<file path="config.mk">
export PLATFORM = sky130hd
export DESIGN_NAME = alu_issue_stage
export DESIGN_NICKNAME = d
export VERILOG_FILES = /design/src/rtl/alu_pkg.sv /design/src/rtl/alu_issue_stage.sv
export SDC_FILE = /design/constraint.sdc
export NUM_CORES = 1
export LEC_CHECK = 0
export CAP_MARGIN = 0
export CORE_MARGIN = 2
export CORE_UTILIZATION = 37
export CTS_BUF_LIST = sky130_fd_sc_hd__clkbuf_4 sky130_fd_sc_hd__clkbuf_8 sky130_fd_sc_hd__clkbuf_16
export DETAILED_ROUTE_END_ITERATION = 10
export GPL_TIMING_DRIVEN = 0
export SETUP_SLACK_MARGIN = 0.15
export SLEW_MARGIN = 25
export SYNTH_ARGS = -nofsm -noshare
export SYNTH_HDL_FRONTEND = slang
export SYNTH_SLANG_ARGS = --single-unit
</file>
<file path="constraint.sdc">
create_clock -name clk -period 2 [get_ports clk]
set_input_delay 0.4 -clock clk [delete_from_list [all_inputs] [get_ports clk]]
set_output_delay 0.4 -clock clk [all_outputs]
set_load 0.005 [all_outputs]
</file>
<file path="src/rtl/alu_pkg.sv">
// Shared ALU definitions: function-code encoding used by the issue stage and the ALU.
package alu_pkg;

    typedef enum logic [2:0] {
        ALU_ADD = 3'b000,
        ALU_SUB = 3'b001,
        ALU_AND = 3'b010,
        ALU_OR  = 3'b100,
        ALU_XOR = 3'b101,
        ALU_INV = 3'b111
    } alu_func_e;

endpackage

</file>
<file path="src/rtl/alu_issue_stage.sv">
// Registered issue stage in front of the ALU: drops unassigned function codes and
// buffers up to two operations in a main/skid pair so in_ready stays registered.
module alu_issue_stage
    import alu_pkg::*;
#(
    parameter int DATA_WIDTH = 8,
    parameter int CNT_WIDTH  = 8
) (
    input  logic                  clk,
    input  logic                  rst_n,
    input  logic                  flush,
    input  logic                  in_valid,
    output logic                  in_ready,
    input  logic [2:0]            in_func,
    input  logic [DATA_WIDTH-1:0] in_a,
    input  logic [DATA_WIDTH-1:0] in_b,
    output logic                  out_valid,
    input  logic                  out_ready,
    output alu_func_e             out_func,
    output logic [DATA_WIDTH-1:0] out_a,
    output logic [DATA_WIDTH-1:0] out_b,
    output logic                  illegal_pulse,
    output logic [CNT_WIDTH-1:0]  illegal_count
);

    typedef enum logic [1:0] {
        EMPTY = 2'd0,
        ONE   = 2'd1,
        TWO   = 2'd2
    } state_t;

    state_t                state;
    state_t                state_nxt;
    alu_func_e             skid_func;
    logic [DATA_WIDTH-1:0] skid_a;
    logic [DATA_WIDTH-1:0] skid_b;
    logic                  accept;
    logic                  legal;
    logic                  acc_legal;
    logic                  issue;
    logic                  load_main_in;
    logic                  load_main_skid;
    logic                  load_skid;

    function automatic logic is_legal(input logic [2:0] f);
        return !((f == 3'b011) || (f == 3'b110));
    endfunction

    // INV only uses operand A; a zeroed B keeps the ALU input clean.
    function automatic logic [DATA_WIDTH-1:0] operand_b(input logic [2:0] f,
                                                        input logic [DATA_WIDTH-1:0] b);
        return (f == ALU_INV) ? '0 : b;
    endfunction

    function automatic logic [CNT_WIDTH-1:0] sat_inc(input logic [CNT_WIDTH-1:0] c);
        return (c == '1) ? c : c + CNT_WIDTH'(1);
    endfunction

    assign out_valid = (state != EMPTY);
    assign accept    = in_valid && in_ready;
    assign legal     = is_legal(in_func);
    assign acc_legal = accept && legal;
    assign issue     = out_valid && out_ready;

    always_comb begin
        state_nxt      = state;
        load_main_in   = 1'b0;
        load_main_skid = 1'b0;
        load_skid      = 1'b0;
        case (state)
            EMPTY: begin
                if (acc_legal) begin
                    state_nxt    = ONE;
                    load_main_in = 1'b1;
                end
            end
            ONE: begin
                if (issue && acc_legal) begin
                    load_main_in = 1'b1;
                end else if (issue) begin
                    state_nxt = EMPTY;
                end else if (acc_legal) begin
                    state_nxt = TWO;
                    load_skid = 1'b1;
                end
            end
            TWO: begin
                if (issue) begin
                    state_nxt      = ONE;
                    load_main_skid = 1'b1;
                end
            end
            default: state_nxt = EMPTY;
        endcase
    end

    // Main register and control; an accept in a flush cycle is discarded but still counted if illegal.
    always_ff @(posedge clk or negedge rst_n) begin
        if (!rst_n) begin
            state         <= EMPTY;
            in_ready      <= 1'b1;
            out_func      <= ALU_ADD;
            out_a         <= '0;
            out_b         <= '0;
            illegal_pulse <= 1'b0;
            illegal_count <= '0;
        end else begin
            illegal_pulse <= accept && !legal;
            if (accept && !legal) begin
                illegal_count <= sat_inc(illegal_count);
            end
            if (flush) begin
                state    <= EMPTY;
                in_ready <= 1'b1;
            end else begin
                state    <= state_nxt;
                in_ready <= (state_nxt != TWO);
                if (load_main_in) begin
                    out_func <= alu_func_e'(in_func);
                    out_a    <= in_a;
                    out_b    <= operand_b(in_func, in_b);
                end else if (load_main_skid) begin
                    out_func <= skid_func;
                    out_a    <= skid_a;
                    out_b    <= skid_b;
                end
            end
        end
    end

    // Skid contents are only meaningful in TWO, so they need no reset.
    always_ff @(posedge clk) begin
        if (load_skid) begin
            skid_func <= alu_func_e'(in_func);
            skid_a    <= in_a;
            skid_b    <= operand_b(in_func, in_b);
        end
    end

endmodule

</file>
---- Word level (Yosys, flattened, before mapping) ----
Index checks and enable logic that the tools add are counted.
operators by class
  $add $sub $neg .......................... 1
  reduce and logical (&&, ||, !) cells .... 12
  mux-type cells .......................... 23
  multipliers ............................. 0
  shift operators ......................... 0
  bitwise gates (word level) .............. 2
  equal/unequal tests ..................... 7
  magnitude comparators ................... 0
  div/mod/pow operators ................... 0
operators by type and width
  kind                                                             number
  8-bit two-way mux                                                5
  2-bit two-way mux                                                6
  8-bit by 1-bit adder with 8-bit output, second input constant    1
  8-bit == test, second input constant                             1
  1-bit two-way mux                                                8
  3-bit == test, second input constant                             2
  3-bit two-way mux                                                2
  2-bit case mux with 3 select lines                               1
  1-bit logical AND                                                5
  2-bit AND reduction                                              2
  2-bit nonzero test                                               2
  3-bit by 2-bit == test with 1-bit output, second input constant  1
  2-bit by 1-bit == test with 1-bit output, second input constant  1
  2-bit == test, second input constant                             1
  2-bit zero test                                                  1
  2-bit inequality test, second input constant                     1
  1-bit NOT                                                        2
  1-bit case mux with 2 select lines                               1
  1-bit zero test                                                  1
  1-bit logical OR                                                 1
storage, ports and cells
  ROM bits ................................ 0
  flip-flop bits (word level) ............. 50
  input port bits ......................... 24
  memory bits (writable) .................. 0
  bits in latches ......................... 0
  memories kept ........................... 0

---- Depth between registers and ports, before layout ----
Gate-level depths: netlist of the first run.
  depth after elaboration ................. 10
  gate-level depth with buffers ........... 7

---- Worst setup path after synthesis of the first run ----
OpenSTA, ideal clock, no wires.
  path kind ............................... reg-to-reg
  start point ............................. reg state[1]
  end point ............................... reg skid_a[0] (enable)
  clock period less this slack ............ 2.062 ns
  required time ........................... 1.605 ns
  cell stages (with the launch flop) ...... 5
  arrival time ............................ 1.667 ns
  setup slack ............................. -0.062 ns
  buffers on the path ..................... 1
  cell sequence ........................... dfrtp_1 buf_2 and3b_1 o21ai_0 nor2_1
between the ends
  word-level cells in the longest chain between the ends .. 5
  elaborated cells between the ends (all ways) .. 7
ends and longest elaborated chain
  element                                                 RTL line                                      text
  start, declared                                         alu_issue_stage.sv:32                         state_t state;
  start signal, assigned                                  alu_issue_stage.sv:116                        state <= state_nxt;
  2-bit nonzero test                                      alu_issue_stage.sv:59                         assign out_valid = (state != EMPTY);
  1-bit logical AND                                       alu_issue_stage.sv:63                         assign issue = out_valid && out_ready;
  1-bit two-way mux or 1-bit logical AND (tied branches)  alu_issue_stage.sv:80, alu_issue_stage.sv:78
  1-bit two-way mux                                       alu_issue_stage.sv:78                         if (issue && acc_legal) begin
  1-bit two-way mux (*)                                   alu_issue_stage.sv:70                         case (state)
  via load_skid                                           alu_issue_stage.sv:43                         logic load_skid;
  end signal, assigned                                    alu_issue_stage.sv:135                        skid_a <= in_a;
  end, declared                                           alu_issue_stage.sv:35                         logic [DATA_WIDTH-1:0] skid_a;
The timed path passes the listed nets; every way through them passes the cells marked *.
A chain may end at the register's enable or synchronous reset.

---- Worst setup path in the final report of the first run ----
  start point ............................. reg state[1]
  end point ............................... reg out_b[5]
between the ends
  word-level cells in the longest chain between the ends .. 7
  elaborated cells between the ends (all ways) .. 13
ends and longest elaborated chain
  element                               RTL line                text
  2-bit nonzero test                    alu_issue_stage.sv:59
  1-bit logical AND                     alu_issue_stage.sv:63
  1-bit logical AND                     alu_issue_stage.sv:78
  1-bit two-way mux                     alu_issue_stage.sv:78
  1-bit case mux with 2 select lines    alu_issue_stage.sv:70
  2-bit nonzero test (no source line)   -
  2-bit AND reduction (no source line)  -
  end signal, assigned                  alu_issue_stage.sv:121  out_b <= operand_b(in_func, in_b);
  end signal, assigned                  alu_issue_stage.sv:125  out_b <= skid_b;
  end, declared                         alu_issue_stage.sv:21   output logic [DATA_WIDTH-1:0] out_b,
Parallel ways exist; a longest one is shown, timed or not.

==> impl_metrics.csv, run 1 <==
group,metric,value,unit
status,run_status,"finished, final reports clean",
timing,fin_worst_skew,0.00802,ns
floorplanning,die_w,82.8,microns
synthesis,synth_top_area_share,32.6,%
cts,clk_latency,0.30,ns
critical_path,slowest_delay,0.38,ns
cts,cts_sinks,50,
synthesis,yosysTopAreaCell,"dfrtp_1",
timing,fin_crit_sh,93.6,%
critical_path,cp_num_buf_inv,3,
timing,hold_slack,0.0247,ns
hold_path,hp-class,"in -> async",
timing,fmax,0.534,GHz
layout,area_growth_syn_to_layout,37.4,%
global_routing,antenna_found_initial,0,
placed_design,post-place-ws,-0.703,ns
timing,tightest_slew,0.505,ns
placed_design,hpwlAfterDp,3.31,mm
cts,clk_pin_slew_worst_paths,0.09,ns
timing,rsz0062_at_grt,"yes",
floorplanning,rows,28,
layout,drive_gt1_share,33.3,%
timing,setup-violations-final,0,
layout,insertedDiodeCount,0,
floorplanning,start_util,38.6,%
global_routing,track_usage,14.4,%
routing,wl,4.69,mm
cts,cts_max_level,2,
critical_path,ff2ff_path_depth,7,
floorplanning,ios,54,
power,ir_drop,0.528,mV
routing,wire_per_inst,15.8,microns
placed_design,port_buffers,53,
synthesis,synthesis.instances,151,
floorplanning,die_area,6860,sq um
critical_path,path_class,"reg -> reg",
routing,drc,0,
run,drv_cap,0,
layout,fin_nets,246,
synthesis,synthesis.area,2300,sq um
global_routing,grt_pass1_vias,1571,
critical_path,path_delay_family,"multiplexers",
routing,drt_iter0_drc,73,
critical_path,cp_slowest_cell,"dfrtp_1",
cts,cts_root_buf,"clkbuf_8",
routing,viasPerCell,4.89,
timing,hold_viol_final,0,
timing,drv_slew,0,
cts,postCtsHoldBufs,0,
critical_path,crit_arrival,2.06,ns
cts,numCtsBuffers,5,
critical_path,cp-start-kind,"flip-flop",
synthesis,syn_nets,176,
critical_path,cp.depth,7,
critical_path,end_kind,"flip-flop",
synthesis,ys_warn_count,0,
placed_design,dp.cells,280,
timing,worst_slack,0.128,ns
synthesis,synthTopCellsByArea,"dfrtp_1, edfxtp_1, mux2_4, mux2_2, xor2_1",
synthesis,ys_seq_elements,50,
floorplanning,core,5960,sq um
timing,maxSlewHeadroom,66.0,%
global_routing,grt_max_degree,20,
timing,setup_tns,0,ns
global_routing,grt_pass1_wl,7.88,mm
floorplanning,dieHeight,82.8,microns
timing,fin_crit,1.87,ns
cts,cts_tree,"built",
routing,num_vias,1451,
power,power_per_cell_area,881,nW/um^2
critical_path,critPathMaxFanout,10,
synthesis,synth.distinct_cells,33,
routing,drtPass1Iterations,4,
critical_path,critPathRequiredTime,2.19,ns
power,power.leakage,1.31,nW
synthesis,syn_area_per_cell,15.2,sq um
placed_design,place.gp.congestion,0.793,
routing,ant_nets,0,
cts,cts_buffer_depth,2,
layout,final_cell_count_no_fill,297,
power,total_power,2.78,mW
global_routing,overflow,0,
synthesis,ys_seq_area_share,58.6,%
critical_path,crit_chain,"buf_6, and3b_1, o211a_1, buf_6, buf_12, mux2_4, mux2_4",
==> flip-flops by register name (all words and copies together), names as in the netlist <==
signal and count:
out_a 8, in_ready 1, illegal_pulse 1, out_func 3, illegal_count 8, out_b 8, skid_func 3, skid_b 8
skid_a 8, state 2
==> cells by family after synthesis <==
logic type / share of synthesized area (%)
compound gates: 3.54
xor+xnor: 3.43
fa+ha+maj: 0.544
buf+inv: 2.72
flops: 58.6
mux: 22.9
simple gates: 8.32
==> stage by stage <==
step	area (sq um)	util (%)
floorplan	2310	-
global route	3160	53.0
CTS	3150	52.9
detailed placement	2960	49.7
finish	3160	53.0
global placement	2940	49.3
==> final cells by class <==
class / instances / area [sq um]
fillers: 521 / 2800
flip-flops and latches: 50 / 1350
multi-input cells: 93 / 927
repair buffers: 63 / 626
well taps: 75 / 93.8
clock buffers: 6 / 82.6
plain buffers: 4 / 53.8
inverters: 4 / 15.0
clock inverters: 2 / 12.5
==> cell usage after synthesis, drive strengths merged <==
| master | number |
|---|---|
| mux2 | 40 |
| dfrtp | 30 |
| edfxtp | 19 |
| and2 | 9 |
| xor2 | 7 |
| nand3 | 5 |
| buf | 4 |
| inv | 4 |
| nor3 | 4 |
| nand2 | 3 |
| nor2 | 3 |
| nand2b | 2 |
| nand4 | 2 |
| or3 | 2 |
| xnor2 | 2 |
| a211oi | 1 |
| a21boi | 1 |
| a21o | 1 |
| a31oi | 1 |
| and3b | 1 |
| and4 | 1 |
| dfstp | 1 |
| ha | 1 |
| nor4 | 1 |
| o2111ai | 1 |
| o211a | 1 |
| o21ai | 1 |
| o21bai | 1 |
| o221ai | 1 |
| or2 | 1 |
==> what timing repair did <==
item / 4_1_cts / 5_1_grt
setup endpoints to repair: 41 / 20
pin swaps: 3 / 0
gates cloned: 0 / 0
setup buffers: 9 / 0
resized for setup: 12 / 4
==> worst register-to-register path, cell delays in order (launching register included) <==
cell and delay, ns:
dfrtp_1 0.38, buf_6 0.12, and3b_1 0.23, o211a_1 0.17, buf_6 0.13, buf_12 0.15
mux2_4 0.31, mux2_4 0.26
==> path summary, 6_finish.rpt <==
| check | start | endpoint | slack [ns] |
|---|---|---|---|
| setup / recovery | state[1] | out_b[5] | 0.13 |
| hold / removal | rst_n | out_func[2] | 0.02 |
| setup reg to reg | state[1] | out_b[5] | 0.13 |
| hold reg to reg | out_b[1] | out_b[1] | 0.52 |
| max in group asynchronous | rst_n | out_a[5] | 1.54 |
| min in group clk | in_func[0] | skid_func[0] | 0.39 |
==> where the power goes <==
| group | total (mW) | switching (mW) | internal, mW |
|---|---|---|---|
| clock network | 0.606 | 0.328 | 0.278 |
| registers | 1.36 | 0.130 | 1.23 |
| logic | 0.815 | 0.257 | 0.558 |
| total | 2.78 | 0.715 | 2.07 |
==> cell usage in the layout, fill, tap and decap left out, types with 3 or more instances in the layout <==
cell             Yosys  layout
clkbuf_8             0       6
nand3_1              5       5
inv_1                4       4
dlygate4sd2_1        0       5
buf_6                2       4
and2_1               9       8
nor3_1               4       4
mux2_2              20      20
xor2_1               7       7
dfrtp_1             30      29
mux2_4              20      20
edfxtp_1            19      19
nand2_1              3       3
clkdlybuf4s50_1      0      46
buf_4                0       7
==> layer usage <==
metal	wire length [microns]	GRT usage, %
met5	0	0
met4	62	4.02
met3	246	4.37
met2	2320	24.2
met1	2060	18.0
No activity file was read; power rests on OpenSTA's default activity.
==> inputs of run 2 (changes only) <==
- MAX_ROUTING_LAYER: not set -> met4
- SKIP_CTS_REPAIR_TIMING: not set -> 1
==> impl_metrics.csv, run 2 (same netlist as run 1, synthesis figures left out) <==
group,metric,value,unit
floorplanning,ios,54,
cts,clk_pin_slew_worst_paths,0.09,ns
cts,cts_sinks,50,
timing,hold_slack,0.0266,ns
run,drv_cap,0,
layout,fin_util,54.8,%
critical_path,end_kind,"flip-flop",
critical_path,crit_chain,"buf_6, and3b_1, o211a_1, buf_6, buf_4, mux2_2, mux2_2",
timing,rsz0062_at_grt,"yes",
floorplanning,die_w,82.8,microns
power,internal_power,2.09,mW
critical_path,cp-start-kind,"flip-flop",
timing,fin_worst_skew,0.00585,ns
critical_path,path_class,"reg -> reg",
power,total_power,2.80,mW
routing,ant_nets,0,
cts,cts_root_buf,"clkbuf_8",
routing,num_vias,1462,
layout,insertedDiodeCount,0,
cts,numCtsBuffers,5,
layout,final_cell_count_no_fill,306,
critical_path,crit_arrival,2.08,ns
layout,fillers,518,
floorplanning,dieHeight,82.8,microns
routing,wire_per_inst,15.9,microns
cts,cts_max_level,2,
timing,fmax,0.529,GHz
timing,hold_viol_final,0,
floorplanning,rows,28,
global_routing,grt_pass1_wl,7.51,mm
global_routing,antenna_found_initial,0,
power,p_comb_share,30.0,%
layout,drive_gt1_share,35.5,%
critical_path,cp_slowest_cell,"dfrtp_1",
routing,wl,4.87,mm
placed_design,port_buffers,53,
placed_design,place.gp.congestion,0.804,
timing,tightest_slew,0.505,ns
cts,clk_latency,0.30,ns
placed_design,post-place-ws,-0.703,ns
power,ir_drop,0.528,mV
routing,drt_iter0_drc,73,
critical_path,critPathRequiredTime,2.19,ns
timing,setup_tns,0,ns
global_routing,track_usage,14.2,%
cts,cts_buffer_depth,2,
timing,setup-violations-final,0,
global_routing,grt_pass1_vias,1494,
layout,fin_nets,255,
routing,drtPass1Iterations,3,
layout,final_common_cell,"clkdlybuf4s50_1",
power,p_sw_share,25.5,%
hold_path,hp-class,"in -> async",
timing,fin_crit_sh,94.4,%
routing,drc,0,
layout,final_cell_mix,"clkdlybuf4s50_1, dfrtp_1, mux2_2, mux2_4, edfxtp_1",
cts,cts_tree,"built",
placed_design,dp.cells,280,
placed_design,hpwlAfterDp,3.31,mm
floorplanning,start_util,38.6,%
timing,worst_slack,0.111,ns
timing,fin_crit,1.89,ns
floorplanning,die_area,6860,sq um
status,run_status,"finished, final reports clean",
layout,area_growth_syn_to_layout,41.9,%
global_routing,overflow,0,
layout,final_cell_area,3260,sq um
critical_path,slowest_delay,0.38,ns
floorplanning,core,5960,sq um
critical_path,critPathMaxFanout,6,
power,power.leakage,1.41,nW
routing,viasPerCell,4.78,
timing,drv_slew,0,
placed_design,placed_cell_area,2960,sq um
power,p_sw,0.716,mW
power,power_per_cell_area,859,nW/um^2
power,seq_power_share,48.6,%
global_routing,grt_max_degree,20,
timing,maxSlewHeadroom,66.0,%
power,p_clk_share,21.4,%
==> run 2: path summary, 6_finish.rpt <==
| kind | startpoint | endpoint | slack [ns] | cells past startpoint |
|---|---|---|---|---|
| max | state[1] | out_func[0] | 0.11 | 7 |
| min | rst_n | out_b[7] | 0.03 | 1 |
| max reg2reg | state[1] | out_func[0] | 0.11 | 7 |
| min reg2reg | out_b[1] | out_b[1] | 0.52 | 1 |
| max in group asynchronous | rst_n | out_a[5] | 1.54 | 2 |
| min in group clk | out_ready | state[1] | 0.40 | 2 |
==> run 2: critical path: cells and delay by family (launching register included) <==
kind	cells	cell delay [ns]
multiplexers	2	0.59
AO/OA/AOI/OAI	1	0.20
flip-flops	1	0.38
buffers and inverters	3	0.40
AND/OR/NAND/NOR	1	0.22
==> run 2: power by group through the flow <==
stage | clock (mW) | combinational [mW] | sequential [mW]
2_1_floorplan | 0 | 0.336 | 1.37
3_3_place_gp | 0 | 0.775 | 1.37
3_5_place_dp | 0 | 0.797 | 1.38
4_1_cts | 0.623 | 0.804 | 1.36
5_1_grt | 0.668 | 0.900 | 1.39
6_report | 0.600 | 0.841 | 1.36
==> run 2: final cells by class <==
cell class                 instances  area (sq um)  area share [%]
sequential                        50          1350            41.3
multi-input combinational         93           927            28.4
timing repair buffer              72           731            22.4
tap                               75          93.8            2.87
clock buffer                       6          82.6            2.53
buffer                             4          53.8            1.65
inverter                           4          15.0           0.460
clock inverter                     2          12.5           0.383
==> run 2: layer usage <==
metal	vias to the layer above	track usage [%]	routed length (microns)
met5	-	-	0
met4	0	3.58	44
met3	6	3.78	198
met2	41	22.3	2420
met1	710	18.4	2210
li1	705	-	-
